--- src/rtl/mem_pkg.sv ---
// Shared load/store constants and sequencer state encoding, also used by the Pmmu
// and by the decoder's early trap check.
package mem_pkg;

  localparam logic [1:0] BYTE_SIZE     = 2'b00;
  localparam logic [1:0] HALFWORD_SIZE = 2'b01;
  localparam logic [1:0] WORD_SIZE     = 2'b10;

  typedef enum logic [2:0] {
    IDLE    = 3'd0,
    RD_ADDR = 3'd1,
    RD_DATA = 3'd2,
    WRITE   = 3'd3,
    DONE    = 3'd4
  } seq_state_t;

endpackage

--- src/rtl/ls_align_check.sv ---
// Combinational load/store legality check: misaligned halfword/word accesses and
// funct3 encodings that have no load or store meaning.
module ls_align_check
  import mem_pkg::*;
(
  input  logic [2:0] funct3,
  input  logic [1:0] addr_lo,
  input  logic       is_store,
  output logic       fault
);

  logic [1:0] size;

  always_comb begin
    size  = funct3[1:0];
    fault = 1'b0;
    if (size == HALFWORD_SIZE && addr_lo[0])          fault = 1'b1;
    if (size == WORD_SIZE && addr_lo != 2'b00)        fault = 1'b1;
    if (size == 2'b11)                                fault = 1'b1;
    if (!is_store && funct3 == 3'b110)                fault = 1'b1;
    if (is_store && funct3[2])                        fault = 1'b1;
  end

endmodule

--- src/rtl/mem_access_seq.sv ---
// Load/store sequencer: latches one request and drives the Pmmu's active-low
// read/write strobes, using read-modify-write for sub-word stores.
module mem_access_seq
  import mem_pkg::*;
#(
  parameter int DATA_WIDTH = 32
) (
  input  logic                  clk_i,
  input  logic                  reset_i,
  input  logic                  start_i,
  input  logic                  is_store_i,
  input  logic [2:0]            funct3_i,
  input  logic [DATA_WIDTH-1:0] addr_i,
  input  logic [DATA_WIDTH-1:0] wdata_i,
  output logic                  busy_o,
  output logic                  done_o,
  output logic                  fault_o,
  output logic [DATA_WIDTH-1:0] load_data_o,
  output logic [DATA_WIDTH-1:0] pmmu_addr_o,
  output logic [2:0]            pmmu_funct3_o,
  output logic [DATA_WIDTH-1:0] pmmu_wd_o,
  output logic                  pmmu_mrd_o,
  output logic                  pmmu_mwr_o,
  input  logic [DATA_WIDTH-1:0] pmmu_rd_i,
  input  logic                  pmmu_rdy_i
);

  seq_state_t            state, state_next;
  logic                  pending;
  logic                  req_store;
  logic [2:0]            req_funct3;
  logic [DATA_WIDTH-1:0] req_addr;
  logic [DATA_WIDTH-1:0] req_wd;
  logic [DATA_WIDTH-1:0] load_q;
  logic                  fault_q;
  logic                  live_fault;
  logic                  accept;
  logic                  sel_store;
  logic [2:0]            sel_funct3;
  logic                  word_store;

  ls_align_check u_align_check (
    .funct3   (funct3_i),
    .addr_lo  (addr_i[1:0]),
    .is_store (is_store_i),
    .fault    (live_fault)
  );

  // A request waiting for pmmu_rdy_i is routed from the latched copy, a fresh one from the inputs.
  always_comb begin
    accept     = (state == IDLE) && !pending && start_i;
    sel_store  = accept ? is_store_i : req_store;
    sel_funct3 = accept ? funct3_i : req_funct3;
    word_store = sel_store && (sel_funct3[1:0] == WORD_SIZE);
  end

  always_comb begin
    state_next = state;
    case (state)
      IDLE: begin
        if (accept && live_fault) begin
          state_next = DONE;
        end else if ((accept || pending) && pmmu_rdy_i) begin
          state_next = word_store ? WRITE : RD_ADDR;
        end
      end
      RD_ADDR: state_next = RD_DATA;
      RD_DATA: state_next = req_store ? WRITE : DONE;
      WRITE:   state_next = DONE;
      DONE:    state_next = IDLE;
      default: state_next = IDLE;
    endcase
  end

  always_ff @(posedge clk_i) begin
    if (reset_i) begin
      state   <= IDLE;
      pending <= 1'b0;
    end else begin
      state   <= state_next;
      pending <= (state == IDLE) && (state_next == IDLE) && (pending || accept);
    end
  end

  // Request register and load result; the Pmmu only ever sees these, never the live inputs.
  always_ff @(posedge clk_i) begin
    if (reset_i) begin
      req_store  <= 1'b0;
      req_funct3 <= 3'b000;
      req_addr   <= '0;
      req_wd     <= '0;
      fault_q    <= 1'b0;
      load_q     <= '0;
    end else begin
      if (accept) begin
        req_store  <= is_store_i;
        req_funct3 <= funct3_i;
        req_addr   <= addr_i;
        req_wd     <= wdata_i;
        fault_q    <= live_fault;
      end
      if (state == RD_DATA && !req_store) begin
        load_q <= pmmu_rd_i;
      end
    end
  end

  always_comb begin
    busy_o        = (state != IDLE) || pending;
    done_o        = (state == DONE);
    fault_o       = (state == DONE) && fault_q;
    pmmu_mrd_o    = !((state == RD_ADDR) || (state == RD_DATA));
    pmmu_mwr_o    = !(state == WRITE);
    load_data_o   = load_q;
    pmmu_addr_o   = req_addr;
    pmmu_funct3_o = req_funct3;
    pmmu_wd_o     = req_wd;
  end

endmodule

--- config.mk ---
export PLATFORM = sky130hd
export DESIGN_NAME = mem_access_seq
export DESIGN_NICKNAME = d
export VERILOG_FILES = /design/src/rtl/mem_pkg.sv /design/src/rtl/ls_align_check.sv /design/src/rtl/mem_access_seq.sv
export SDC_FILE = /design/constraint.sdc
export NUM_CORES = 1
export LEC_CHECK = 0
export ABC_AREA = 1
export BUFFER_PORTS_ARGS = -buffer_cell sky130_fd_sc_hd__buf_2
export CORE_UTILIZATION = 23
export DETAILED_ROUTE_END_ITERATION = 10
export HOLD_SLACK_MARGIN = 0.03
export PLACE_DENSITY = 0.52
export SYNTH_ARGS = -nofsm -noshare
export SYNTH_HDL_FRONTEND = slang
export SYNTH_HIERARCHICAL = 1
export SYNTH_SLANG_ARGS = --single-unit
--- constraint.sdc ---
create_clock -name clk_i -period 3.4 [get_ports clk_i]
set_input_delay 0 -clock clk_i [delete_from_list [all_inputs] [get_ports clk_i]]
set_output_delay 0 -clock clk_i [all_outputs]
set_load 0.03 [all_outputs]
# After elaboration in Yosys (flattened, before gate mapping)
# Cells that the tools add are included.
# totals
inputBits	104
latchBits	0
elab_cells	55
out_inout_bits	104
memories	0
mem_bits_ro	0
mem_bits_rw	0
regBits	105
# classes
addsub	0
shift	0
eq_ne	9
n_div	0
n_lt_le_gt_ge	0
bitwise_logic	0
n_mux	12
n_reduce_logical	25
n_mul	0
# ops
op	n
$logic_and A1 B1 Y1	13
$pmux W3 S4	1
$mux W3	3
$eq A2 B2 Y1 const B	3
$eq A3 B2 Y1 const B	2
$eq A3 B3 Y1 const B	2
$logic_not A3 Y1	2
$mux W1	6
$logic_not A1 Y1	5
$mux W2	2
$eq A3 B1 Y1 const B	1
$logic_or A1 B1 Y1	3
$reduce_bool A3 Y1	1
$eq A2 B1 Y1 const B	1
$reduce_bool A2 Y1	1

# Depth between registers and ports, before layout
# Gate-level depths: netlist (run 1).
# logic_depth
ltp_word	13
depth_mapped	10
depth_no_buf	10

# Cells and area by module
# The synthesis (run 1) kept the hierarchy.
# modules_own_cells
module	seq_area_each_um2	cells_per_inst	instances	area_per_inst_um2
mem_access_seq	2102.0	488	1	3847.4
ls_align_check	0.0	4	1	20.0

# Worst setup path before layout (run 1)
# Ideal clock, no wire load.
# synth_timing
kind	flip-flop to output port
from	register state[2]
to	output fault_o
setup_slack_ps	1874
t_arrival_ps	1526
t_required_ps	3400
n_path_buf	0
path_stages_with_launch	4
cell_sequence	dfxtp_1 inv_1 nor3_1 and2_1
# synth_between
elab_chain_cells	2
# synth_lines
item	line_no	rtl
start: declaration	mem_access_seq.sv:28	seq_state_t state, state_next;
start signal: assignment	mem_access_seq.sv:80	state <= state_next;
$eq A3 B3 Y1	n/a	
net done_o	mem_access_seq.sv:16	output logic done_o,
$logic_and A1 B1 Y1	mem_access_seq.sv:111	fault_o = (state == DONE) && fault_q;
end: declaration	mem_access_seq.sv:17	output logic fault_o,
# The timed path passes the listed nets, and every way through them passes these cells.

# Worst setup path in the final report (run 1)
# layout_timing
from	register state[0]
to	register pending
# layout_between
elab_chain_cells	13
word_cells_on_any_way	20
classes_between	eq/ne (4); mux (6); reduce/logical (10)
# layout_lines
item	line_no	rtl
$logic_not A3 Y1	mem_access_seq.sv:51, mem_access_seq.sv:59, mem_access_seq.sv:81	
$logic_and A1 B1 Y1 (2 in series)	mem_access_seq.sv:51	accept = (state == IDLE) && !pending && start_i;
$mux W2	n/a	
$eq A2 B2 Y1	mem_access_seq.sv:54	word_store = sel_store && (sel_funct3[1:0] == WORD_SIZE);
$logic_and A1 B1 Y1	mem_access_seq.sv:54	
$mux W2	mem_access_seq.sv:64	state_next = word_store ? WRITE : RD_ADDR;
$mux W3	mem_access_seq.sv:63	end else if ((accept || pending) && pmmu_rdy_i) begin
$mux W3	mem_access_seq.sv:61	if (accept && live_fault) begin
$pmux W3 S4	mem_access_seq.sv:59	case (state)
$logic_not A3 Y1	mem_access_seq.sv:81	pending <= (state == IDLE) && (state_next == IDLE) && (pending || accept);
$logic_and A1 B1 Y1	mem_access_seq.sv:81	
$logic_and A1 B1 Y1 *	mem_access_seq.sv:81	
end signal: assignment	mem_access_seq.sv:81	
end: declaration	mem_access_seq.sv:29	logic pending;
# Mark *: on every way between the ends. The rest lies on a longest branch, timed or not.
# A chain may end at the register's enable or synchronous reset.

==> results.yml, run 1 <==
outcome:
  status: "complete, no violations"
timing:
  setup_slack_ns: 1.49
  fin_crit_ns: 1.91
  slew_headroom_pct: 28.6
  tightest_slew_ns: 1.07
  max_freq_mhz: 522
  holdWs_ns: 0.0958
  worst_clock_skew_ns: 0.00841
  setup_viol: 0
  drv_slew: 0
  grt_setup_unrepaired: "no"
  setup_tns_ns: 0
  hold_violations: 0
  fin_crit_sh_pct: 56.3
detailed_routing:
  drtAntennaViolNets: 0
  first_pass_iters: 4
  route.detailed.drc: 0
  routed_wl_mm: 12.3
  wl_per_cell_um: 12.2
  vias: 4153
  avgViaCountPerCell: 4.12
  drt_iter0_markers: 155
synthesis:
  syn-num-nets: 596
  synth.ff_latch_count: 105
  synth_top_area_share_pct: 54.4
  synthTopCellsByArea: "dfxtp_1 (54%), nand2_1 (14%), a21oi_1 (7.6%)"
  syn_area_per_cell_um2: 7.86
  ys_seq_area_share_pct: 54.4
  synth_area_um2: 3870
  yosysWarnings: 6
  synth_cell_types: 21
  synthCells: 492
  synth_top_area_cell: "dfxtp_1"
grt:
  grtUsageMet2_pct: 23.8
  grt_util_all_layers_pct: 14.3
  grt_pass1_vias: 4133
  antenna_found_initial: 0
  met1_usage_pct: 17.0
  grt_util_met3_pct: 4.05
  overflow: 0
  grt_busiest_layer: "met2"
  grt_pass1_wl_mm: 19.8
  grt_max_degree: 73
finish:
  diodes: 0
  drive_gt1_share_pct: 32.0
  stdcell_area_um2: 6320
  area_growth_pct: 63.5
  fillCellCount: 1686
  fin_util_pct: 38.3
  final_common_cell: "buf_2"
  register_area_um2: 2100
  nNetsFinal: 887
  layout_common_cells: "buf_2 (207), nand2_1 (142), dfxtp_1 (105)"
  multi_input_area_um2: 1530
floorplanning:
  ios: 208
  rows: 47
  dieArea_um2: 17300
  initial_utilization_pct: 23.4
  core_area_um2: 16500
  dieWidth_um: 132
  die_h_um: 132
setup_path:
  cp.arrival_ns: 2.19
  cp.required_ns: 3.67
  crit_type: "flip-flop to flip-flop"
  crit_buf_inv: 0
  critPathMaxFanout: 39
  cp_slowest_cell: "nand4_4"
  cp-end-kind: "flip-flop"
  cp_top_family: "simple AND/OR/NAND/NOR gates"
  cp_slowest_stage_delay_ns: 0.49
  path_common_cell: "nor2_1"
  crit_path_start_kind: "flip-flop"
  crit_chain: "nor2_4, nand4_4, nor2_1, nor2_1, nand2_1, nand4_1, nor3_1"
place:
  placed_area_um2: 5040
  hpwlAfterDp_mm: 7.47
  dp_slack_ns: 1.45
  numPortBuffers: 207
  gp_congestion: 0.760
clock_network:
  cts.htree.levels: 3
  cts.sinks: 105
  clockBufferDepth: 2
  numCtsBuffers: 9
  cts_tree: "built"
  post_cts_resize_count: 0
  ctsHoldBuffers: 100
  worstSkewPairLatency_ns: 0.35
  clk_pin_slew_ns: 0.07
  cts_setup_buffers: 0
  cts_root_buf: "clkbuf_16"
power_and_ir_drop:
  powerDensity_nw_per_um2: 813
  ir_drop_mv: 0.342
  p_leak_nw: 3.02
run:
  maxCapViolCount: 0
hold_path:
  hold_path_class: "input pin to flip-flop"
[logic make-up (layout without fill, tap and decap cells)]
group	count (synthesis)	after routing	synth area share, %
AND/OR/NAND/NOR	235	235	24.9
AO/OA/AOI/OAI	105	105	14.6
flip-flops	105	105	54.4
buffers and inverters	47	342	6.11
[report_power, final]
part	switching [mW]	total, mW	internal (mW)
Clock	0.490	0.994	0.504
Sequential	0.173	1.76	1.59
Combinational	1.68	2.39	0.703
[metal layers]
layer / vias up / wire (µm)
met5: - / 0
met4: 0 / 266
met3: 25 / 761
met2: 141 / 5590
met1: 1842 / 5670
li1: 2145 / -
[state kept, by name, summed over array words and instances, names as in the netlist]
signal,count
pmmu_wd_o,32
pmmu_funct3_o,3
load_data_o,32
pending,1
req_store,1
pmmu_addr_o,32
state,3
fault_q,1
[final timing paths]
kind | from | endpoint | slack (ns) | cells past startpoint
worst max-delay path | state[0] | pending | 1.49 | 7
worst min-delay path | pmmu_rdy_i | state[1] | 0.1 | 6
worst max register to register | state[0] | pending | 1.49 | 7
worst min register to register | pmmu_wd_o[9] | pmmu_wd_o[9] | 0.46 | 2
[Yosys cell counts]
library cell  number
nand2_1          142
dfxtp_1          105
nor2_1            71
a21oi_1           59
o21ai_0           35
clkbuf_1          16
inv_1             15
a21oi_2           10
nand2_2           10
buf_2              9
buf_6              5
nand3_1            3
nor2_4             3
nor3_1             2
a31oi_1            1
and2_1             1
buf_8              1
inv_2              1
nand3_2            1
nand4_1            1
nand4_4            1
[stage by stage]
stage | total power, mW | std cells
final | 5.14 | 1007
after CTS | 5.21 | 1007
after global routing | 5.51 | 1007
after global placement | 4.10 | 892
after detailed placement | 4.10 | 892
after floorplan | 3.49 | 492
[worst reg2reg max path, stage by stage, from the launching register on]
cell,delay (ns)
dfxtp_1,0.36
nor2_4,0.16
nand4_4,0.49
nor2_1,0.40
nor2_1,0.09
nand2_1,0.10
nand4_1,0.08
nor3_1,0.16
[layout make-up]
| cell class | instances | area share (%) |
|---|---|---|
| tap | 220 | 4.35 |
| sequential | 105 | 33.2 |
| multi-input combinational | 340 | 24.2 |
| clock buffer | 9 | 3.56 |
| timing repair buffer | 311 | 32.9 |
| inverter | 16 | 0.950 |
| clock inverter | 6 | 0.811 |
Note: power is estimated with default switching activity, not from simulation.
==> run 2, diff against run 1 <==
Clock period 3.4 ns to 1.9 ns, I/O delays scaled along.
==> run 2 against run 1 <==
  * Clock power increased by 95%
  * Final cell count increased by 0.70%
  * Non-clock buffer count increased by 5
  * Largest cell class is now buffers
  * Largest power group unchanged
==> results.yml, run 2 (synthesis results as in run 1) <==
clock_network:
  cts_root_buf: "clkbuf_16"
  cts.sinks: 105
  cts.htree.levels: 3
  clockBufferDepth: 2
  worstSkewPairLatency_ns: 0.35
  post_cts_resize_count: 0
  cts_tree: "built"
  clk_pin_slew_ns: 0.07
  numCtsBuffers: 9
place:
  place_inst: 897
  placed_area_um2: 5080
  numPortBuffers: 207
  gp_congestion: 0.730
  hpwlAfterDp_mm: 7.80
detailed_routing:
  wl_per_cell_um: 12.2
  first_pass_iters: 6
  avgViaCountPerCell: 4.10
  route.detailed.drc: 0
  vias: 4161
  drtAntennaViolNets: 0
  routed_wl_mm: 12.4
  drt_iter0_markers: 127
setup_path:
  crit_type: "flip-flop to flip-flop"
  crit_path_start_kind: "flip-flop"
  critPathMaxFanout: 32
  cp-end-kind: "flip-flop"
  cp.arrival_ns: 1.82
  cp.required_ns: 2.15
power_and_ir_drop:
  ir_drop_mv: 0.636
  swShare_pct: 44.9
  p_seq_share_pct: 33.5
  p_comb_share_pct: 45.8
  p_int_mw: 5.18
  power.switching_mw: 4.23
  powerDensity_nw_per_um2: 1470
  p_leak_nw: 3.06
  clkPwrFrac_pct: 20.7
finish:
  fin_util_pct: 38.7
  drive_gt1_share_pct: 32.5
  multi_input_area_um2: 1530
  stdcell_area_um2: 6400
  area_growth_pct: 65.4
  layout_common_cells: "buf_2 (207), nand2_1 (142), dfxtp_1 (105)"
  nNetsFinal: 892
  final-instance-count-excl-fill: 1014
  final_common_cell: "buf_2"
  register_area_um2: 2100
  fillCellCount: 1698
floorplanning:
  ios: 208
  core_area_um2: 16500
  dieArea_um2: 17300
  dieWidth_um: 132
  rows: 47
  initial_utilization_pct: 23.4
  die_h_um: 132
run:
  maxCapViolCount: 0
grt:
  overflow: 0
  antenna_found_initial: 1
  grt_pass1_vias: 4124
  grt_pass1_wl_mm: 20.2
  grt_util_all_layers_pct: 14.6
  grt_max_degree: 36
hold_path:
  hold_path_class: "input pin to flip-flop"
timing:
  drv_slew: 0
  holdWs_ns: 0.0759
  grt_setup_unrepaired: "no"
  slew_headroom_pct: 71.2
  hold_violations: 0
  setup_viol: 0
  fin_crit_ns: 1.56
  fin_crit_sh_pct: 82.3
  setup_tns_ns: 0
  tightest_slew_ns: 0.433
  worst_clock_skew_ns: 0.00617
  max_freq_mhz: 639
outcome:
  status: "complete, no violations"
run 2: cell types whose count changed in the layout (fill, tap and decap cells not counted), sizes merged:
cell      before  now
buf          211  216
bufinv         0    1
clkinvlp       3    2
diode          0    1
clkinv         0    1
run 2: cell type report:
type	instances	area share (%)
Antenna cell	1	0.0391
Clock buffer	9	3.52
Clock inverter	7	1.33
Inverter	16	0.939
Multi-Input combinational cell	340	23.9
Sequential cell	105	32.9
Tap cell	220	4.30
Timing Repair Buffer	316	33.1
run 2: final timing paths:
kind | startpoint | end | slack [ns] | cells past startpoint
hold / removal | reset_i | pmmu_funct3_o[1] | 0.08 | 2
setup reg to reg | state[0] | load_data_o[23] | 0.34 | 7
setup / recovery | state[0] | load_data_o[23] | 0.34 | 7
hold reg to reg | pmmu_wd_o[20] | pmmu_wd_o[20] | 0.46 | 2
run 2: repair_timing:
| item | CTS | global route |
|---|---|---|
| endpoints found under the hold margin | 100 | 0 |
| setup buffers | 0 | 0 |
| hold buffers | 100 | 0 |
| endpoints found under the setup margin | 0 | 0 |
run 2: through the flow:
step	setup WS (ns)	power, mW
finish	0.335	9.40
global placement	0.362	7.37
CTS	0.321	9.54
floorplan	0.374	6.25
global route	0.114	10.1
detailed placement	0.319	7.38
run 2: critical path, cell delays in order (launching register included):
cell     delay, ns
dfxtp_1       0.37
nor2_4        0.17
nand2_1       0.14
nor2_4        0.23
inv_1         0.08
buf_4         0.25
nor2_1        0.15
nor2_1        0.06
run 2: per-layer routing:
metal	up-vias	share of wire [%]	track usage [%]
met5	-	0	0
met4	0	1.7	6.46
met3	16	6.4	4.05
met2	135	47	24.6
met1	1852	45	17.1
li1	2158	-	-
run 2: power groups by stage:
stage          Clock (mW)  Sequential (mW)  Combinational (mW)
3_3_place_gp            0             3.18                4.19
5_1_grt              2.12             3.23                4.72
4_1_cts              2.03             3.15                4.36
6_report             1.94             3.15                4.31
3_5_place_dp            0             3.18                4.19
2_1_floorplan           0             4.34                1.91
==> run 3, diff against run 2 <==
Settings changed: PLACE_DENSITY 0.52 to 0.53.
Clock period 1.9 ns to 1.4 ns, I/O delays scaled along.
==> run 3 against run 2 <==
  * Final cell count up 1.5%
  * Core utilization up 2.1 points
  * Clock power increased by 31%
  * Critical path type unchanged
  * Register-to-register slack got worse by 0.32 ns
  * Global-route usage is 0.56 points higher
  * Total power up 48%
  * First-iteration DRC count rose by 28%
  * Setup slack got worse by 0.32 ns
  * Sequential share of layout area fell by 1.7 points
  * Clock skew is 0.0013 ns lower
  * Cell area increased by 5.5%
==> results.yml, run 3 (synthesis results as in run 1) <==
outcome:
  status: "complete, no violations"
grt:
  grt_max_degree: 73
  antenna_found_initial: 0
  grt_pass1_wl_mm: 21.0
  grt_pass1_vias: 4342
  overflow: 0
  grt_util_all_layers_pct: 15.1
place:
  numPortBuffers: 207
  hpwlAfterDp_mm: 7.93
  place_inst: 911
  gp_congestion: 0.738
  placed_area_um2: 5290
clock_network:
  clockBufferDepth: 2
  cts_root_buf: "clkbuf_16"
  cts_tree: "built"
  numCtsBuffers: 9
  cts.sinks: 105
  clk_pin_slew_ns: 0.07
  worstSkewPairLatency_ns: 0.34
  cts.htree.levels: 3
detailed_routing:
  drtAntennaViolNets: 0
  wl_per_cell_um: 12.3
  avgViaCountPerCell: 4.12
  routed_wl_mm: 12.7
  route.detailed.drc: 0
  drt_iter0_markers: 162
  vias: 4235
  first_pass_iters: 4
power_and_ir_drop:
  total_power_mw: 13.9
  swShare_pct: 42.5
  p_leak_nw: 3.23
  ir_drop_mv: 0.820
  clkPwrFrac_pct: 18.4
  powerDensity_nw_per_um2: 2060
  power.switching_mw: 5.91
  p_comb_share_pct: 50.9
  p_seq_share_pct: 30.7
  p_int_mw: 7.99
finish:
  final_common_cell: "buf_2"
  area_growth_pct: 74.5
  drive_gt1_share_pct: 36.6
  nNetsFinal: 909
  stdcell_area_um2: 6750
  final-instance-count-excl-fill: 1029
  fillCellCount: 1669
  diodes: 0
  layout_common_cells: "buf_2 (205), nand2_1 (133), dfxtp_1 (103)"
setup_path:
  cp.required_ns: 1.68
  cp-end-kind: "flip-flop"
  crit_path_start_kind: "flip-flop"
  cp_slowest_cell: "dfxtp_2"
  crit_type: "flip-flop to flip-flop"
  crit_chain: "nor2_4, nand3_4, nor2_4, buf_6, buf_6, nand2_4, a21oi_2"
  cp.arrival_ns: 1.66
  cp_top_family: "simple AND/OR/NAND/NOR gates"
  cp_slowest_stage_delay_ns: 0.34
  critPathMaxFanout: 6
  crit_buf_inv: 2
timing:
  slew_headroom_pct: 73.6
  setup_viol: 0
  grt_setup_unrepaired: "yes"
  drv_slew: 0
  hold_violations: 0
  fin_crit_sh_pct: 98.9
  tightest_slew_ns: 0.396
  setup_tns_ns: 0
  max_freq_mhz: 722
  fin_crit_ns: 1.38
  holdWs_ns: 0.0660
  worst_clock_skew_ns: 0.00485
hold_path:
  hold_path_class: "input pin to flip-flop"
floorplanning:
  rows: 47
  dieWidth_um: 132
  die_h_um: 132
  ios: 208
  core_area_um2: 16500
  dieArea_um2: 17300
  initial_utilization_pct: 23.4
run:
  maxCapViolCount: 0
==> run 3: cell count changes in the layout (fill, tap and decap cells not counted), moves of 4 or more <==
| cell | before | now |
|---|---|---|
| a21oi_1 | 59 | 50 |
| a21oi_2 | 10 | 19 |
| nand2_1 | 142 | 133 |
| buf_12 | 1 | 9 |
| buf_6 | 0 | 6 |
| buf_4 | 8 | 13 |
| nand2_2 | 10 | 15 |
| nand2_4 | 0 | 4 |
==> run 3: per-layer routing <==
| metal | up-vias | part of all wire, % | GRT usage, % |
|---|---|---|---|
| li1 | 2185 | - | - |
| met1 | 1884 | 46 | 18.2 |
| met2 | 140 | 45 | 25.0 |
| met3 | 26 | 5.7 | 3.86 |
| met4 | 0 | 2.7 | 7.24 |
| met5 | - | 0 | 0 |
==> run 3: power groups by stage <==
stage / clock network [mW] / registers [mW] / logic, mW
global route: 2.79 / 4.37 / 7.68
detailed placement: 0 / 4.31 / 6.39
floorplan: 0 / 5.89 / 2.60
finish: 2.55 / 4.27 / 7.07
global placement: 0 / 4.31 / 6.38
CTS: 2.68 / 4.26 / 6.63
==> run 3: path summary, 6_finish.rpt <==
| path | slack (ns) | startpoint | to | cells past startpoint |
|---|---|---|---|---|
| setup reg to reg | 0.02 | state[0] | pmmu_addr_o[24] | 7 |
| hold reg to reg | 0.46 | pmmu_wd_o[0] | pmmu_wd_o[0] | 2 |
| hold / removal | 0.07 | pmmu_rdy_i | state[1] | 6 |
| setup / recovery | 0.02 | state[0] | pmmu_addr_o[24] | 7 |
==> run 3: worst min-delay path: stages <==
cell	delay, ns
buf_2	0.09
nand2_1	0.08
nand2_1	0.06
nand2_1	0.04
nand2_1	0.05
a21oi_1	0.05
==> run 3: metrics by stage <==
| stage | util (%) | setup slack, ns |
|---|---|---|
| 2_1_floorplan | - | -0.00627 |
| 3_3_place_gp | 32.0 | 0.0612 |
| 3_5_place_dp | 32.0 | 0.0422 |
| 4_1_cts | 39.9 | 0.0207 |
| 5_1_grt | 40.8 | -0.103 |
| 6_report | 40.8 | 0.0154 |
==> run 3: final cells by class <==
cell class                      instances  area, µm²  area share (%)
Clock buffer                           12        256            3.80
Clock inverter                          3       40.0           0.593
Inverter                               16       60.1           0.890
Multi-Input combinational cell        340       1630            24.1
Sequential cell                       105       2100            31.2
Tap cell                              220        275            4.08
Timing Repair Buffer                  333       2390            35.4
==> run 3: what timing repair did <==
| action | CTS | global route |
|---|---|---|
| setup buffers | 0 | 4 |
| pin swaps | 0 | 6 |
| gates resized for setup | 2 | 33 |
| endpoints found under the setup margin | 1 | 91 |
| hold buffers | 99 | 0 |
| hold endpoints to repair | 99 | 0 |
| gates cloned | 0 | 1 |
